$ cat src/rtl/branch_tag_allocator_pkg.sv
// Shared types and helpers for the branch tag allocator.
//   B_MASK_WIDTH   : number of branch-stack slots (bits in a b_mask)
//   DISPATCH_WIDTH : dispatch lanes per cycle, lane 0 is oldest
//   b_mask_t       : one bit per branch-stack slot
//   free_cnt_t     : wide enough to hold 0..B_MASK_WIDTH
package branch_tag_allocator_pkg;

  localparam int B_MASK_WIDTH   = 4;
  localparam int DISPATCH_WIDTH = 2;
  localparam int FREE_CNT_WIDTH = $clog2(B_MASK_WIDTH + 1);

  typedef logic [B_MASK_WIDTH-1:0]   b_mask_t;
  typedef logic [FREE_CNT_WIDTH-1:0] free_cnt_t;

  localparam b_mask_t B_MASK_ONE = b_mask_t'(1);

  // True when exactly one bit of v is set.
  function automatic logic is_onehot(input b_mask_t v);
    return (v != '0) && ((v & (v - B_MASK_ONE)) == '0);
  endfunction

  // Number of set bits in v.
  function automatic free_cnt_t count_ones(input b_mask_t v);
    free_cnt_t n;
    n = '0;
    for (int i = 0; i < B_MASK_WIDTH; i++) begin
      n = n + free_cnt_t'(v[i]);
    end
    return n;
  endfunction

endpackage

$ cat src/rtl/branch_tag_allocator_checker.sv
// Flags illegal resolve-bus inputs; the allocator treats them as no-ops.
//   clock, reset  : allocator clock / synchronous reset
//   b_mm_resolve  : resolve tag bus
//   b_mm_mispred  : resolve mispredict flag
//   b_mask_q      : allocator's registered live mask
module branch_tag_allocator_checker
  import branch_tag_allocator_pkg::*;
(
  input logic                    clock,
  input logic                    reset,
  input logic [B_MASK_WIDTH-1:0] b_mm_resolve,
  input logic                    b_mm_mispred,
  input logic [B_MASK_WIDTH-1:0] b_mask_q
);

  // Resolve must name exactly one allocated slot; mispredict needs a resolve.
  always @(posedge clock) begin
    if (reset) begin
    end else if (b_mm_resolve != '0) begin
      a_resolve_onehot: assert (is_onehot(b_mm_resolve));
      a_resolve_live:   assert ((b_mm_resolve & b_mask_q) != '0);
    end else begin
      a_mispred_needs_resolve: assert (!b_mm_mispred);
    end
  end

endmodule

$ cat src/rtl/branch_tag_allocator_free_slot_picker.sv
// Combinational in-order slot picker.
// Each requesting lane takes the lowest free index not already taken by an
// older lane. Once a requesting lane fails to get a slot, every younger lane
// is refused too, so grants always form an in-order prefix of the requests.
//   free_vec : 1 = slot available
//   req      : per-lane request, lane 0 oldest
//   grant    : per-lane grant
//   tag      : one-hot slot per granted lane, 0 for ungranted lanes
module branch_tag_allocator_free_slot_picker #(
  parameter int N = 4,
  parameter int L = 2
) (
  input  logic [N-1:0]        free_vec,
  input  logic [L-1:0]        req,
  output logic [L-1:0]        grant,
  output logic [L-1:0][N-1:0] tag
);

  logic [N-1:0] remaining;
  logic [N-1:0] lowest;
  logic         chain_ok;

  // Walk the lanes oldest-first, peeling the lowest set bit off the free vector.
  always_comb begin
    grant     = '0;
    tag       = '0;
    remaining = free_vec;
    lowest    = '0;
    chain_ok  = 1'b1;
    for (int i = 0; i < L; i++) begin
      // x & -x isolates the lowest set bit
      lowest = remaining & (~remaining + {{(N-1){1'b0}}, 1'b1});
      if (req[i] && chain_ok && (remaining != '0)) begin
        grant[i]  = 1'b1;
        tag[i]    = lowest;
        remaining = remaining & ~lowest;
      end else if (req[i]) begin
        chain_ok = 1'b0;
      end else begin
        chain_ok = chain_ok;
      end
    end
  end

endmodule

$ cat src/rtl/branch_tag_allocator.sv
// Branch-mask owner for the OoO core.
// Grants one-hot branch-stack tags to dispatching branches in program order,
// produces each lane's b_mask, frees slots on resolve and squashes younger
// slots on mispredict.
//   clock, reset   : clock, synchronous active-high reset
//   branch_req     : lane i holds a branch needing a tag
//   branch_grant   : lane i granted this cycle (combinational)
//   branch_tag     : one-hot tag per granted lane, 0 otherwise
//   lane_b_mask    : b_mask carried by lane i's instruction
//   b_mm_resolve   : one-hot resolving tag, 0 = none
//   b_mm_mispred   : resolving branch mispredicted
//   next_b_mask    : mask after this cycle's frees and grants
//   b_mask         : registered live mask
//   free_count     : registered number of free slots
//   stall          : some requesting lane was not granted
module branch_tag_allocator
  import branch_tag_allocator_pkg::*;
(
  input  logic                                         clock,
  input  logic                                         reset,
  input  logic [DISPATCH_WIDTH-1:0]                    branch_req,
  output logic [DISPATCH_WIDTH-1:0]                    branch_grant,
  output logic [DISPATCH_WIDTH-1:0][B_MASK_WIDTH-1:0]  branch_tag,
  output logic [DISPATCH_WIDTH-1:0][B_MASK_WIDTH-1:0]  lane_b_mask,
  input  logic [B_MASK_WIDTH-1:0]                      b_mm_resolve,
  input  logic                                         b_mm_mispred,
  output logic [B_MASK_WIDTH-1:0]                      next_b_mask,
  output logic [B_MASK_WIDTH-1:0]                      b_mask,
  output logic [FREE_CNT_WIDTH-1:0]                    free_count,
  output logic                                         stall
);

  b_mask_t   b_mask_q, b_mask_d;
  b_mask_t   dep_q [B_MASK_WIDTH];
  b_mask_t   dep_d [B_MASK_WIDTH];
  free_cnt_t free_count_q, free_count_d;

  logic                      resolve_valid;
  logic                      mispred_eff;
  logic                      correct_eff;
  b_mask_t                   clear_mask;
  b_mask_t                   avail;
  b_mask_t                   granted_tags;
  logic [DISPATCH_WIDTH-1:0] pick_req;

  // Illegal resolves (multi-hot, unallocated tag) are ignored entirely.
  assign resolve_valid = is_onehot(b_mm_resolve) && ((b_mm_resolve & b_mask_q) != '0);
  assign mispred_eff   = resolve_valid && b_mm_mispred;
  assign correct_eff   = resolve_valid && !b_mm_mispred;

  // Slots leaving this cycle: the resolved tag, plus on a mispredict every
  // slot that was allocated while the resolved tag was live.
  always_comb begin
    clear_mask = '0;
    if (resolve_valid) begin
      clear_mask = b_mm_resolve;
      for (int k = 0; k < B_MASK_WIDTH; k++) begin
        if (mispred_eff && ((dep_q[k] & b_mm_resolve) != '0)) begin
          clear_mask[k] = 1'b1;
        end else begin
          clear_mask[k] = clear_mask[k];
        end
      end
    end else begin
      clear_mask = '0;
    end
  end

  assign avail = b_mask_q & ~clear_mask;

  // The mispredict squashes the whole dispatch group, so nothing is granted.
  // Picking from b_mask_q (not avail) keeps freed tags out of reuse for a cycle.
  assign pick_req = mispred_eff ? '0 : branch_req;

  branch_tag_allocator_free_slot_picker #(
    .N (B_MASK_WIDTH),
    .L (DISPATCH_WIDTH)
  ) u_picker (
    .free_vec (~b_mask_q),
    .req      (pick_req),
    .grant    (branch_grant),
    .tag      (branch_tag)
  );

  // Each lane sees the live mask plus the tags of older granted lanes.
  always_comb begin
    granted_tags = '0;
    lane_b_mask  = '0;
    for (int i = 0; i < DISPATCH_WIDTH; i++) begin
      lane_b_mask[i] = avail | granted_tags;
      granted_tags   = granted_tags | branch_tag[i];
    end
    next_b_mask = avail | granted_tags;
  end

  assign stall = !mispred_eff && ((branch_req & ~branch_grant) != '0);

  // Next live mask and free count.
  always_comb begin
    b_mask_d     = next_b_mask;
    free_count_d = free_cnt_t'(B_MASK_WIDTH) - count_ones(next_b_mask);
  end

  // Dependency update: newly granted slots record their lane mask, freed
  // slots forget everything, and a correct resolve drops its bit everywhere.
  always_comb begin
    for (int k = 0; k < B_MASK_WIDTH; k++) begin
      if (correct_eff) begin
        dep_d[k] = dep_q[k] & ~b_mm_resolve;
      end else begin
        dep_d[k] = dep_q[k];
      end
      if (clear_mask[k]) begin
        dep_d[k] = '0;
      end else begin
        dep_d[k] = dep_d[k];
      end
      for (int i = 0; i < DISPATCH_WIDTH; i++) begin
        if (branch_tag[i][k]) begin
          dep_d[k] = lane_b_mask[i];
        end else begin
          dep_d[k] = dep_d[k];
        end
      end
    end
  end

  // State registers; reset discards every outstanding tag.
  always_ff @(posedge clock) begin
    if (reset) begin
      b_mask_q     <= '0;
      free_count_q <= free_cnt_t'(B_MASK_WIDTH);
      for (int k = 0; k < B_MASK_WIDTH; k++) begin
        dep_q[k] <= '0;
      end
    end else begin
      b_mask_q     <= b_mask_d;
      free_count_q <= free_count_d;
      for (int k = 0; k < B_MASK_WIDTH; k++) begin
        dep_q[k] <= dep_d[k];
      end
    end
  end

  assign b_mask     = b_mask_q;
  assign free_count = free_count_q;

  branch_tag_allocator_checker u_checker (
    .clock        (clock),
    .reset        (reset),
    .b_mm_resolve (b_mm_resolve),
    .b_mm_mispred (b_mm_mispred),
    .b_mask_q     (b_mask_q)
  );

endmodule
$ cat config.mk
export PLATFORM = sky130hd
export DESIGN_NAME = branch_tag_allocator
export DESIGN_NICKNAME = d
export VERILOG_FILES = /design/src/rtl/branch_tag_allocator_pkg.sv /design/src/rtl/branch_tag_allocator_checker.sv /design/src/rtl/branch_tag_allocator_free_slot_picker.sv /design/src/rtl/branch_tag_allocator.sv
export SDC_FILE = /design/constraint.sdc
export NUM_CORES = 1
export LEC_CHECK = 0
export ABC_AREA = 1
export BUFFER_PORTS_ARGS = -buffer_cell sky130_fd_sc_hd__buf_2
export CORE_MARGIN = 8
export CORE_UTILIZATION = 48
export CTS_CLUSTER_DIAMETER = 200
export DETAILED_ROUTE_END_ITERATION = 6
export GPL_TIMING_DRIVEN = 0
export HOLD_SLACK_MARGIN = 0.02
export PLACE_DENSITY = 0.88
export SYNTH_ARGS = -nofsm -noshare
export SYNTH_HDL_FRONTEND = slang
export SYNTH_SLANG_ARGS = --single-unit
$ cat constraint.sdc
create_clock -name clock -period 2.55 [get_ports clock]
set_input_delay 0.1275 -clock clock [delete_from_list [all_inputs] [get_ports clock]]
set_output_delay 0.1275 -clock clock [all_outputs]
set_load 0.05 [all_outputs]
### After elaboration in Yosys (flattened, before gate mapping)

Memories as Yosys holds them, arrays and structs flattened.
Cells that the tools add are included.

* bits in registers: 7
* memory bits (writable): 16
* input bits: 9
* output and inout port bits: 30
* memories kept: 1

Memories
* dep_q: words 4, bits a word 4, rd ports 4, clocked after memory_dff 0, write ports 4, RTL line branch_tag_allocator.sv:34 `b_mask_t dep_q [B_MASK_WIDTH];`

* $add $sub $neg: 7
* multiplexer cells: 36
* bitwise operators: 29
* reduce and logical (&&, ||, !) cells: 24

Operators with widths (count)
* two-way mux 4 bit: 24
* AND 4 bit: 14
* nonzero test 4 bit: 8
* inverter 4 bit: 6
* logical AND 1 bit: 12
* OR 4 bit: 3
* two-way mux 1 bit: 11
* adder 4 x 1 -> 4 bit (second input constant): 2
* logical NOT 4 bit: 1
* OR 1 bit: 4
* subtractor 4 x 1 -> 4 bit (second input constant): 1
* adder 2 x 1 -> 3 bit: 1
* adder 3 x 1 -> 3 bit: 1
* subtractor 3 bit (first input constant): 1
* adder 1 x 1 -> 2 bit: 1
* AND 2 bit: 1
* logical NOT 1 bit: 2
* two-way mux 2 bit: 1
* inverter 2 bit: 1
* nonzero test 2 bit: 1

### Logic depth before layout (Yosys ltp)

Gate-level depths: netlist of the first run.

* depth after elaboration: 19
* gate-level depth with buffers: 19

### By module

A second synthesis of the first run with hierarchy kept.

* cells, all modules: 273
* area total of the unflattened synthesis: 1742.9 sq um

By module, submodules not included
* branch_tag_allocator: instances 1, cells an instance 236, area an instance 1552.7 sq um
* branch_tag_allocator_free_slot_picker: instances 1, cells an instance 37, area an instance 190.2 sq um

### Least setup slack after synthesis of the first run

OpenSTA, ideal clock, no wires.

* kind: register to register
* from: reg b_mask_q[0], in the netlist b_mask[0]
* to: reg free_count_q[2], in the netlist free_count[2]
* library setup time: 123 ps
* arrival: 4161 ps
* slack: -1734 ps
* stages on the path, launching flop included: 19
* path buffers: 0
* cells stage by stage: dfxtp_1 > nand2_1 > nand2_1 > nor2_1 > nor2_2 > nand3_4 > inv_1 > nand2_1 > o21ai_2 > nor2_1 > inv_1 > nand2_1 > inv_1 > nand2_1 > inv_1 > fa_1 > ha_1 > ha_1 > or2_2

RTL lines
* start: declaration: RTL line branch_tag_allocator.sv:33 `b_mask_t b_mask_q, b_mask_d;`
* start signal: assignment: RTL line branch_tag_allocator.sv:137 `b_mask_q <= b_mask_d;`
* end signal: assignment: RTL line branch_tag_allocator.sv:132 `free_count_q <= free_cnt_t'(B_MASK_WIDTH);`
* end signal: assignment: RTL line branch_tag_allocator.sv:138 `free_count_q <= free_count_d;`
* end: declaration: RTL line branch_tag_allocator.sv:36 `free_cnt_t free_count_q, free_count_d;`

### Worst setup path after layout of the first run

* from: reg b_mask_q[0], in the netlist b_mask[0]
* to: reg free_count_q[2], in the netlist free_count[2]

* longest elaborated chain between the ends: 17

Ends and longest elaborated chain
* inverter 4 bit or AND 4 bit (tied branches): RTL line branch_tag_allocator.sv:79, branch_tag_allocator.sv:47
* inverter 4 bit or nonzero test 4 bit (tied branches): RTL line branch_tag_allocator_free_slot_picker.sv:32, branch_tag_allocator.sv:47
* adder 4 x 1 -> 4 bit or logical AND 1 bit (tied branches): RTL line branch_tag_allocator_free_slot_picker.sv:32, branch_tag_allocator.sv:47
* AND 4 bit or logical AND 1 bit (tied branches): RTL line branch_tag_allocator_free_slot_picker.sv:32, branch_tag_allocator.sv:48
* inverter 4 bit or two-way mux 2 bit (tied branches): RTL line branch_tag_allocator_free_slot_picker.sv:36, branch_tag_allocator.sv:73
* AND 4 bit or logical AND 1 bit (tied branches): RTL line branch_tag_allocator_free_slot_picker.sv:36, branch_tag_allocator_free_slot_picker.sv:33
* two-way mux 4 bit: RTL line branch_tag_allocator_free_slot_picker.sv:33 `if (req[i] && chain_ok && (remaining != '0)) begin`
* inverter 4 bit: RTL line branch_tag_allocator_free_slot_picker.sv:32 `lowest = remaining & (~remaining + {{(N-1){1'b0}}, 1'b1});`
* [2 not listed]
* two-way mux 4 bit: RTL line branch_tag_allocator_free_slot_picker.sv:33
* OR 4 bit: RTL line branch_tag_allocator.sv:91 `granted_tags = granted_tags | branch_tag[i];`
* OR 4 bit (*): RTL line branch_tag_allocator.sv:93 `next_b_mask = avail | granted_tags;`
* adder 1 x 1 -> 2 bit: RTL line branch_tag_allocator_pkg.sv:27 `n = n + free_cnt_t'(v[i]);`
* adder 2 x 1 -> 3 bit: RTL line branch_tag_allocator_pkg.sv:27
* adder 3 x 1 -> 3 bit (*): RTL line branch_tag_allocator_pkg.sv:27
* subtractor 3 bit (*): RTL line branch_tag_allocator.sv:101 `free_count_d = free_cnt_t'(B_MASK_WIDTH) - count_ones(next_b_mask);`
* net free_count_d[2]: RTL line branch_tag_allocator.sv:36

The timed path passes the listed nets; every way through them passes the cells marked *.
A chain may end at the register's enable or synchronous reset.

==> report_table.html, run 1 <==
<table>
<tr><th>Metric</th><th>Value</th></tr>
<tr><th colspan="2">Status</th></tr>
<tr><td>Run status</td><td>finished with violations</td></tr>
<tr><td>Violations in the final reports</td><td>negative setup slack</td></tr>
<tr><th colspan="2">Detailed routing</th></tr>
<tr><td>Final routed wirelength across all metal layers</td><td>6.197 mm</td></tr>
<tr><td>Number of vias after detailed routing</td><td>2203</td></tr>
<tr><td>Via count normalized by instance count</td><td>5.620</td></tr>
<tr><td>Post-detailed-route count of antenna-violating nets</td><td>0</td></tr>
<tr><td>Routed wire length per instance</td><td>15.81 microns</td></tr>
<tr><td>Initial DRT Pass Iterations</td><td>5</td></tr>
<tr><td>Post-route DRC violation count</td><td>0</td></tr>
<tr><td>Initial detailed-routing violation count</td><td>266</td></tr>
<tr><th colspan="2">Synth</th></tr>
<tr><td>Dominant combinational cell family by area after synthesis</td><td>simple AND/OR/NAND/NOR gates</td></tr>
<tr><td>Count of state elements after synthesis</td><td>19</td></tr>
<tr><td>Cell count after synthesis</td><td>280</td></tr>
<tr><td>Multiplexer share of the synthesized area</td><td>0%</td></tr>
<tr><td>Fraction of the mapped netlist area in compound gates</td><td>14.08%</td></tr>
<tr><td>Fraction of the mapped netlist area in adder cells</td><td>2.769%</td></tr>
<tr><td>Synthesis Warnings</td><td>0</td></tr>
<tr><td>Post-Synth Simple-Gate Area</td><td>45.08%</td></tr>
<tr><td>Parity-gate share of the synthesized area counting xor and xnor cells</td><td>0%</td></tr>
<tr><td>Cell area after synthesis</td><td>0.001627 sq mm</td></tr>
<tr><td>Net count after synthesis</td><td>292</td></tr>
<tr><td>Count of distinct cell types in the synthesized netlist</td><td>28</td></tr>
<tr><td>Sequential cell area fraction in the yosys report</td><td>23.38%</td></tr>
<tr><td>Synth Area per Inst</td><td>5.809 sq um</td></tr>
<tr><th colspan="2">Finish</th></tr>
<tr><td>Leading cell type in the layout, fill and taps excluded</td><td>sky130_fd_sc_hd__nand2_1</td></tr>
<tr><td>Leading cell types in the layout, fill and taps excluded</td><td>59 x sky130_fd_sc_hd__nand2_1, 38 x sky130_fd_sc_hd__inv_1, 37 x sky130_fd_sc_hd__buf_2, 27 x sky130_fd_sc_hd__nor2_1, 24 x sky130_fd_sc_hd__buf_4</td></tr>
<tr><td>Count of antenna diodes in the layout</td><td>0</td></tr>
<tr><td>Non-filler cells in the finished layout</td><td>392</td></tr>
<tr><td>Final standard cell utilization of the core</td><td>71.62%</td></tr>
<tr><td>Fin area</td><td>0.002352 sq mm</td></tr>
<tr><td>Number of nets in the finished design</td><td>359</td></tr>
<tr><td>Area growth from synthesis to layout</td><td>44.62%</td></tr>
<tr><td>Layout cell share with drive strength beyond 1</td><td>40.46%</td></tr>
<tr><th colspan="2">Clock tree</th></tr>
<tr><td>Number of buffers inserted during clock tree synthesis</td><td>3</td></tr>
<tr><td>Maximum level of the CTS H-tree</td><td>1</td></tr>
<tr><td>Clock edge transition at the registers on the reported setup and hold paths</td><td>0.12 ns</td></tr>
<tr><td>Clock buffer depth</td><td>2</td></tr>
<tr><td>Sinks on the clock net</td><td>19</td></tr>
<tr><td>Buffer type at the clock tree root</td><td>sky130_fd_sc_hd__clkbuf_4</td></tr>
<tr><td>Hold buffer count at cts</td><td>0</td></tr>
<tr><td>Clock latency reported for the late side of the worst-skew pair</td><td>0.31 ns</td></tr>
<tr><td>Clock tree from TritonCTS</td><td>built</td></tr>
<tr><th colspan="2">Worst setup path</th></tr>
<tr><td>Critical path capture point type</td><td>flop</td></tr>
<tr><td>Critical Setup Path Class</td><td>flop to flop</td></tr>
<tr><td>Origin of the critical flop-to-flop path</td><td>b_mask[0]</td></tr>
<tr><td>Maximum fanout encountered on the critical timing path</td><td>5</td></tr>
<tr><td>Worst Setup Start Kind</td><td>flop</td></tr>
<tr><td>Reg-to-Reg End</td><td>free_count[2]</td></tr>
<tr><td>Endpoint arrival time on the critical path</td><td>2.96 ns</td></tr>
<tr><td>Launching instance or port of the critical path</td><td>b_mask[0]</td></tr>
<tr><td>Critical path destination</td><td>free_count[2]</td></tr>
<tr><td>R2r setup slk</td><td>-0.19 ns</td></tr>
<tr><td>Number of cell instances on the worst register-to-register path</td><td>18</td></tr>
<tr><td>Data required time of the critical path</td><td>2.77 ns</td></tr>
<tr><th colspan="2">Global routing</th></tr>
<tr><td>Maximum number of pins on one net before global-route repair</td><td>12</td></tr>
<tr><td>Initial antenna violation count</td><td>0</td></tr>
<tr><td>Wire length of the first global-routing pass</td><td>9.646 mm</td></tr>
<tr><td>Residual overflow from global routing</td><td>0</td></tr>
<tr><td>Vias in the first global route</td><td>2024</td></tr>
<tr><td>Global router's overall resource usage</td><td>22.56%</td></tr>
<tr><th colspan="2">STA</th></tr>
<tr><td>Crit share post-route</td><td>107.5%</td></tr>
<tr><td>Slew at the pin closest to its max-slew limit</td><td>0.4004 ns</td></tr>
<tr><td>Finish-stage setup viols</td><td>3</td></tr>
<tr><td>Top achievable clock speed</td><td>364.6 MHz</td></tr>
<tr><td>Pins over their slew limit</td><td>0</td></tr>
<tr><td>Crit path time final</td><td>2.742 ns</td></tr>
<tr><td>Tightest slew margin relative to the limit</td><td>73.31%</td></tr>
<tr><td>Setup skew after layout</td><td>0.006210 ns</td></tr>
<tr><td>Final Hold Viols</td><td>0</td></tr>
<tr><td>Worst-case hold slack</td><td>0.03322 ns</td></tr>
<tr><td>RSZ-0062 raised after global routing</td><td>true</td></tr>
<tr><td>PnR worst setup slack</td><td>-0.1925 ns</td></tr>
<tr><th colspan="2">Placement</th></tr>
<tr><td>Port buffer count</td><td>38</td></tr>
<tr><td>Placed cell count</td><td>364</td></tr>
<tr><td>Standard cell area after detailed placement</td><td>0.001978 sq mm</td></tr>
<tr><td>Sum of net half-perimeters after detailed placement</td><td>3.793 mm</td></tr>
<tr><td>Final RePlAce weighted congestion</td><td>0.9678</td></tr>
<tr><th colspan="2">Power</th></tr>
<tr><td>IR Drop Worst-Case VDD</td><td>0.0005209 V</td></tr>
<tr><td>Reported leakage power</td><td>0.001184 uW</td></tr>
<tr><td>Final Total Pwr</td><td>1344 uW</td></tr>
<tr><td>Power density cells</td><td>571.3 mW/mm^2</td></tr>
<tr><th colspan="2">Floorplanning</th></tr>
<tr><td>Die outline area</td><td>0.005507 sq mm</td></tr>
<tr><td>Floorplan die height</td><td>74.21 microns</td></tr>
<tr><td>Number of top-level pins</td><td>39</td></tr>
<tr><td>Core Region</td><td>0.003284 sq mm</td></tr>
<tr><td>Number of rows in the core area</td><td>21</td></tr>
<tr><td>Die extent in x</td><td>74.21 microns</td></tr>
<tr><td>Initial core utilization</td><td>49.52%</td></tr>
<tr><th colspan="2">Min path</th></tr>
<tr><td>Worst min-delay path class</td><td>input port to flop</td></tr>
<tr><th colspan="2">Flow run</th></tr>
<tr><td>Max-capacitance violation count</td><td>0</td></tr>
</table>
[logic make-up (layout without fill, tap and decap cells)]
logic type,count (synthesis),in the layout
and+or+nand+nor,157,158
AOI/OAI and AO/OA,42,42
buffers and inverters,59,124
DFF,19,19
adders and majority gates,3,3
[registers in the layout (all words and copies together), names as in the netlist]
| name | count |
|---|---|
| dep_q | 12 |
| b_mask | 4 |
| free_count | 3 |
[metal layers]
metal / part of all wire (%) / routed length (microns) / track usage [%]
met5: 0 / 0 / 0
met4: 4.4 / 270 / 12.17
met3: 11 / 676 / 4.043
met2: 46 / 2824 / 36.13
met1: 39 / 2426 / 27.89
[final cells by class]
| class | instances | area (sq um) |
|---|---|---|
| Fill cell | 259 | 932.1 |
| Buffer | 4 | 31.28 |
| Inverter | 54 | 222.7 |
| Timing Repair Buffer | 62 | 382.9 |
| Sequential cell | 19 | 395.4 |
| Multi-Input combinational cell | 203 | 1235 |
| Clock buffer | 3 | 22.52 |
| Tap cell | 46 | 57.56 |
| Clock inverter | 1 | 5.005 |
[repair_timing]
item / in CTS / in global routing
setup endpoints to repair: 3 / 7
buffers inserted: 22 / 2
resized for setup: 23 / 22
pin swaps: 14 / 12
gates cloned: 1 / 0
endpoints found under the hold margin: 0 / 0
[cell usage after synthesis, drive strengths merged]
library cell	n	area (sq um)
nand3	13	105.1
a31oi	1	6.260
inv	52	195.2
a21oi	8	40.04
o221ai	1	8.760
ha	2	25.02
nand2	83	329.1
fa	1	20.02
o211ai	1	7.510
or2	1	6.260
nand4	18	112.6
o22ai	3	18.77
dfxtp	19	380.4
clkinv	2	8.750
nor2	42	180.2
clkbuf	2	7.510
buf	3	27.52
o21ai	28	147.6
[metrics by stage]
| step | setup slack, ns | TNS [ns] |
|---|---|---|
| global route | -0.2975 | -0.7236 |
| global placement | -0.3011 | -0.6935 |
| floorplan | -0.3684 | -0.9281 |
| CTS | -0.08545 | -0.1669 |
| finish | -0.1925 | -0.3880 |
| detailed placement | -0.3482 | -0.8406 |
[critical path, stage by stage, from the launching register on]
cell and delay [ns]:
sky130_fd_sc_hd__dfxtp_4 0.40, sky130_fd_sc_hd__nand2_2 0.06, sky130_fd_sc_hd__nand2_2 0.09, sky130_fd_sc_hd__nor2_4 0.04
sky130_fd_sc_hd__nor2_4 0.15, sky130_fd_sc_hd__nand3_4 0.14, sky130_fd_sc_hd__nand3_4 0.12, sky130_fd_sc_hd__nand2_4 0.08
sky130_fd_sc_hd__inv_4 0.09, sky130_fd_sc_hd__nor2_4 0.03, sky130_fd_sc_hd__nand2_2 0.08, sky130_fd_sc_hd__nand3_2 0.07
sky130_fd_sc_hd__buf_6 0.14, sky130_fd_sc_hd__nand2_8 0.05, sky130_fd_sc_hd__inv_4 0.03, sky130_fd_sc_hd__fa_1 0.48
sky130_fd_sc_hd__ha_2 0.21, sky130_fd_sc_hd__ha_4 0.15, sky130_fd_sc_hd__or2_4 0.21
[worst min-delay path by stage]
stage           from           to  slack [ns]  cells after the start
2_1_floorplan  reset  dep_q[1][2]        0.20                      1
5_1_grt        reset  dep_q[1][2]        0.03                      2
3_3_place_gp   reset  dep_q[1][2]        0.36                      2
6_report       reset  dep_q[1][2]        0.03                      2
4_1_cts        reset  dep_q[1][3]        0.03                      2
3_5_place_dp   reset  dep_q[1][3]        0.37                      2
[power by group]
group / internal [uW] / switching, uW
logic: 254 / 565
clock network: 58.8 / 105
registers: 336 / 26.1
Note: power is estimated with default switching activity, not from simulation.
==> run 2: changes to the inputs <==
Settings changed: CORE_UTILIZATION 48 to 50, CTS_BUF_LIST set to sky130_fd_sc_hd__clkbuf_8, PLACE_DENSITY 0.88 to 0.9.
==> run 2 against run 1 <==
  * Routed wire length increased by 19%
  * Fmax shrank 2.4%
  * Non-clock buffer count up 10
  * Sequential cell count stayed put
  * First-iteration DRC count grew 51%
  * The run ends with design-rule violations, negative setup slack left
==> report_table.html, run 2 (synthesized netlist as in run 1, its figures left out) <==
<table>
<tr><th>Metric</th><th>Value</th></tr>
<tr><th colspan="2">Status</th></tr>
<tr><td>Run status</td><td>finished with violations</td></tr>
<tr><td>Violations in the final reports</td><td>design-rule violations, negative setup slack</td></tr>
<tr><th colspan="2">Floorplanning</th></tr>
<tr><td>Number of rows in the core area</td><td>20 (-4.8%)</td></tr>
<tr><td>Die extent in x</td><td>73.04 microns (-1.6%)</td></tr>
<tr><td>Die outline area</td><td>0.005334 sq mm (-3.1%)</td></tr>
<tr><td>Initial core utilization</td><td>52.85% (+3.3 points)</td></tr>
<tr><td>Number of top-level pins</td><td>39 (unchanged)</td></tr>
<tr><td>Core Region</td><td>0.003078 sq mm (-6.3%)</td></tr>
<tr><td>Floorplan die height</td><td>73.04 microns (-1.6%)</td></tr>
<tr><th colspan="2">Min path</th></tr>
<tr><td>Worst Hold End</td><td>dep_q[1][2]</td></tr>
<tr><td>Hold_sp</td><td>reset</td></tr>
<tr><td>Worst min-delay path class</td><td>input port to flop</td></tr>
<tr><td>Hold-critical path depth</td><td>2 (unchanged)</td></tr>
<tr><th colspan="2">Power</th></tr>
<tr><td>Power density cells</td><td>591.8 mW/mm^2 (+3.6%)</td></tr>
<tr><td>Cell internal power dissipation</td><td>715.1 uW (+10%)</td></tr>
<tr><td>Clock power share</td><td>15.4% (+3.2 points)</td></tr>
<tr><td>Share of total power consumed by net switching</td><td>50.58% (-1.2 points)</td></tr>
<tr><td>Reported leakage power</td><td>0.001236 uW (+4.4%)</td></tr>
<tr><td>Net switching power figure</td><td>731.8 uW (+5.3%)</td></tr>
<tr><td>Part of the power in registers</td><td>25.2% (-1.8 points)</td></tr>
<tr><td>IR Drop Worst-Case VDD</td><td>0.0005914 V (+14%)</td></tr>
<tr><td>Final Total Pwr</td><td>1447 uW (+7.7%)</td></tr>
<tr><td>Combinational group share of total power</td><td>59.3% (-1.6 points)</td></tr>
<tr><th colspan="2">Clock tree</th></tr>
<tr><td>Sinks on the clock net</td><td>19 (unchanged)</td></tr>
<tr><td>Clock buffer depth</td><td>2 (unchanged)</td></tr>
<tr><td>Number of buffers inserted during clock tree synthesis</td><td>3 (unchanged)</td></tr>
<tr><td>Buffer type at the clock tree root</td><td>sky130_fd_sc_hd__clkbuf_8</td></tr>
<tr><td>Clock edge transition at the registers on the reported setup and hold paths</td><td>0.08 ns (-0.04 ns)</td></tr>
<tr><td>Clock latency reported for the late side of the worst-skew pair</td><td>0.27 ns (-0.04 ns)</td></tr>
<tr><td>Maximum level of the CTS H-tree</td><td>1 (unchanged)</td></tr>
<tr><td>Hold buffer count at cts</td><td>0 (unchanged)</td></tr>
<tr><td>Clock tree from TritonCTS</td><td>built</td></tr>
<tr><th colspan="2">STA</th></tr>
<tr><td>Pins over their slew limit</td><td>0 (unchanged)</td></tr>
<tr><td>Final Hold Viols</td><td>0 (unchanged)</td></tr>
<tr><td>PnR worst setup slack</td><td>-0.2589 ns (-0.06642 ns)</td></tr>
<tr><td>Worst-case hold slack</td><td>0.08823 ns (+0.05502 ns)</td></tr>
<tr><td>Slew at the pin closest to its max-slew limit</td><td>0.4031 ns (+0.002717 ns)</td></tr>
<tr><td>Tightest slew margin relative to the limit</td><td>73.13% (-0.18 points)</td></tr>
<tr><td>Crit path time final</td><td>2.809 ns (+0.06642 ns)</td></tr>
<tr><td>RSZ-0062 raised after global routing</td><td>true</td></tr>
<tr><td>Top achievable clock speed</td><td>356.0 MHz (-2.4%)</td></tr>
<tr><td>Setup skew after layout</td><td>0.01004 ns (+0.003832 ns)</td></tr>
<tr><td>Crit share post-route</td><td>110.2% (+2.6 points)</td></tr>
<tr><td>Finish-stage setup viols</td><td>6 (+3)</td></tr>
<tr><th colspan="2">Detailed routing</th></tr>
<tr><td>Via count normalized by instance count</td><td>5.985 (+6.5%)</td></tr>
<tr><td>Post-route DRC violation count</td><td>1 (+1)</td></tr>
<tr><td>Routed wire length per instance</td><td>18.47 microns (+17%)</td></tr>
<tr><td>Initial DRT Pass Iterations</td><td>7 (+2)</td></tr>
<tr><td>Post-detailed-route count of antenna-violating nets</td><td>0 (unchanged)</td></tr>
<tr><td>Final routed wirelength across all metal layers</td><td>7.389 mm (+19%)</td></tr>
<tr><td>Initial detailed-routing violation count</td><td>402 (+51%)</td></tr>
<tr><td>Number of vias after detailed routing</td><td>2394 (+8.7%)</td></tr>
<tr><th colspan="2">Placement</th></tr>
<tr><td>Pre-CTS worst setup slack</td><td>-0.3435 ns (+0.004698 ns)</td></tr>
<tr><td>Port buffer count</td><td>38 (unchanged)</td></tr>
<tr><td>Sum of net half-perimeters after detailed placement</td><td>3.846 mm (+1.4%)</td></tr>
<tr><td>Standard cell area after detailed placement</td><td>0.001976 sq mm (-0.13%)</td></tr>
<tr><td>Final RePlAce weighted congestion</td><td>0.9518 (-1.7%)</td></tr>
<tr><th colspan="2">Finish</th></tr>
<tr><td>Fin area</td><td>0.002445 sq mm (+3.9%)</td></tr>
<tr><td>Number of nets in the finished design</td><td>369 (+2.8%)</td></tr>
<tr><td>Leading cell type in the layout, fill and taps excluded</td><td>sky130_fd_sc_hd__nand2_1</td></tr>
<tr><td>Layout cell share with drive strength beyond 1</td><td>42.13% (+1.7 points)</td></tr>
<tr><td>Most flop-heavy register</td><td>dep_q</td></tr>
<tr><td>Area growth from synthesis to layout</td><td>50.31%</td></tr>
<tr><td>Multi-input gate area in the final layout</td><td>0.001235 sq mm (unchanged)</td></tr>
<tr><td>Final standard cell utilization of the core</td><td>79.43% (+7.8 points)</td></tr>
<tr><td>Largest register FFs</td><td>12 (unchanged)</td></tr>
<tr><td>Area of all sequential standard cells</td><td>395.4 sq um (unchanged)</td></tr>
<tr><td>Leading cell types in the layout, fill and taps excluded</td><td>56 x sky130_fd_sc_hd__nand2_1, 40 x sky130_fd_sc_hd__inv_1, 36 x sky130_fd_sc_hd__buf_2, 33 x sky130_fd_sc_hd__buf_4, 28 x sky130_fd_sc_hd__nor2_1</td></tr>
<tr><td>Count of filler cells inserted in the layout</td><td>217 (-16%)</td></tr>
<tr><td>Count of antenna diodes in the layout</td><td>0 (unchanged)</td></tr>
<tr><th colspan="2">Global routing</th></tr>
<tr><td>Wire length of the first global-routing pass</td><td>10.23 mm (+6.1%)</td></tr>
<tr><td>Maximum number of pins on one net before global-route repair</td><td>13 (+1)</td></tr>
<tr><td>Residual overflow from global routing</td><td>0 (unchanged)</td></tr>
<tr><td>Global router's overall resource usage</td><td>24.38% (+1.8 points)</td></tr>
<tr><td>Vias in the first global route</td><td>2150 (+6.2%)</td></tr>
<tr><td>Initial antenna violation count</td><td>0 (unchanged)</td></tr>
<tr><th colspan="2">Flow run</th></tr>
<tr><td>Max-capacitance violation count</td><td>0 (unchanged)</td></tr>
<tr><th colspan="2">Worst setup path</th></tr>
<tr><td>Worst Setup Start Kind</td><td>flop</td></tr>
<tr><td>Critical Setup Path Class</td><td>flop to flop</td></tr>
<tr><td>Critical path buffers and inverters</td><td>3 (unchanged)</td></tr>
<tr><td>Number of cell instances on the worst register-to-register path</td><td>18 (unchanged)</td></tr>
<tr><td>Origin of the critical flop-to-flop path</td><td>b_mask[0]</td></tr>
<tr><td>Reg-to-Reg End</td><td>free_count[2]</td></tr>
<tr><td>Critical path capture point type</td><td>flop</td></tr>
<tr><td>R2r setup slk</td><td>-0.26 ns (-0.07 ns)</td></tr>
<tr><td>Cell Chain, Critical Path</td><td>nand2_2, nand2_2, nor2_4, nor2_4, nand3_4, nand3_4, nand2_4, inv_4, nor2_2, nand2_2, nand3_2, buf_6, nand2_8, inv_4, fa_1, ha_2, ha_4, or2_4</td></tr>
<tr><td>Dominant delay contributor by cell family on the critical path</td><td>simple AND/OR/NAND/NOR gates</td></tr>
<tr><td>CP max stage delay</td><td>0.46 ns (-0.02 ns)</td></tr>
<tr><td>Critical path's slowest cell</td><td>sky130_fd_sc_hd__fa_1</td></tr>
<tr><td>Data required time of the critical path</td><td>2.72 ns (-0.05 ns)</td></tr>
<tr><td>CP dominant cell by count</td><td>sky130_fd_sc_hd__nand2_2</td></tr>
<tr><td>Maximum fanout encountered on the critical timing path</td><td>5 (unchanged)</td></tr>
<tr><td>Endpoint arrival time on the critical path</td><td>2.98 ns (+0.02 ns)</td></tr>
</table>
-- run 2: cell count changes in the layout (fill, tap and decap cells not counted), moves of 2 or more --
cell and delta:
sky130_fd_sc_hd__inv_2 -2, sky130_fd_sc_hd__nand2_1 -3, sky130_fd_sc_hd__nand2_2 +2, sky130_fd_sc_hd__inv_1 +2
sky130_fd_sc_hd__clkbuf_8 +3, sky130_fd_sc_hd__buf_4 +9, sky130_fd_sc_hd__clkbuf_4 -2, sky130_fd_sc_hd__nand3_2 +2
-- run 2: metrics by stage --
step | setup TNS, ns | cells
2_1_floorplan | -0.9281 | 280
3_3_place_gp | -0.6779 | 362
3_5_place_dp | -0.8063 | 362
4_1_cts | -0.2095 | 387
5_1_grt | -1.441 | 400
6_report | -0.6664 | 400
-- run 2: layout make-up --
cell class | instances | area share (%)
repair buffers | 71 | 18.53
well taps | 44 | 2.252
clock buffers | 3 | 1.689
clock inverters | 1 | 0.3071
flip-flops and latches | 19 | 16.17
multi-input cells | 203 | 50.51
plain buffers | 5 | 1.433
inverters | 54 | 9.110
-- run 2: power by group through the flow --
stage	registers [uW]	clock network (uW)	logic (uW)
finish	365	223	858
floorplan	437	0	450
global placement	370	0	648
detailed placement	371	0	658
CTS	359	225	730
global route	368	237	920
-- run 2: metal layers --
layer	vias up	part of all wire, %	track usage (%)
met5	-	0	0
met4	0	7.0	14.89
met3	66	12	4.945
met2	215	46	40.42
met1	1066	35	27.90
li1	1047	-	-
-- run 2: worst max path at each step --
| stage | cells past startpoint | end | start | slack [ns] |
|---|---|---|---|---|
| global route | 18 | free_count[2] | b_mask[2] | -0.34 |
| detailed placement | 16 | free_count[2] | b_mask[0] | -0.34 |
| floorplan | 18 | free_count[2] | b_mask[2] | -0.37 |
| finish | 18 | free_count[2] | b_mask[0] | -0.26 |
| CTS | 19 | free_count[1] | b_mask[2] | -0.11 |
| global placement | 16 | free_count[2] | b_mask[0] | -0.29 |
-- run 2: what timing repair did --
| action | 4_1_cts | 5_1_grt |
|---|---|---|
| pin swaps | 11 | 16 |
| gates resized for setup | 16 | 30 |
| gates cloned | 1 | 0 |
| buffers inserted | 20 | 13 |
| endpoints found under the setup margin | 3 | 6 |
-- run 2: worst register-to-register path, stage by stage, from the launching register on --
cell	delay [ns]
sky130_fd_sc_hd__dfxtp_4	0.39
sky130_fd_sc_hd__nand2_2	0.07
sky130_fd_sc_hd__nand2_2	0.09
sky130_fd_sc_hd__nor2_4	0.05
sky130_fd_sc_hd__nor2_4	0.15
sky130_fd_sc_hd__nand3_4	0.15
sky130_fd_sc_hd__nand3_4	0.14
sky130_fd_sc_hd__nand2_4	0.08
sky130_fd_sc_hd__inv_4	0.09
sky130_fd_sc_hd__nor2_2	0.05
sky130_fd_sc_hd__nand2_2	0.09
sky130_fd_sc_hd__nand3_2	0.09
sky130_fd_sc_hd__buf_6	0.14
sky130_fd_sc_hd__nand2_8	0.06
sky130_fd_sc_hd__inv_4	0.04
sky130_fd_sc_hd__fa_1	0.46
sky130_fd_sc_hd__ha_2	0.21
sky130_fd_sc_hd__ha_4	0.16
sky130_fd_sc_hd__or2_4	0.23
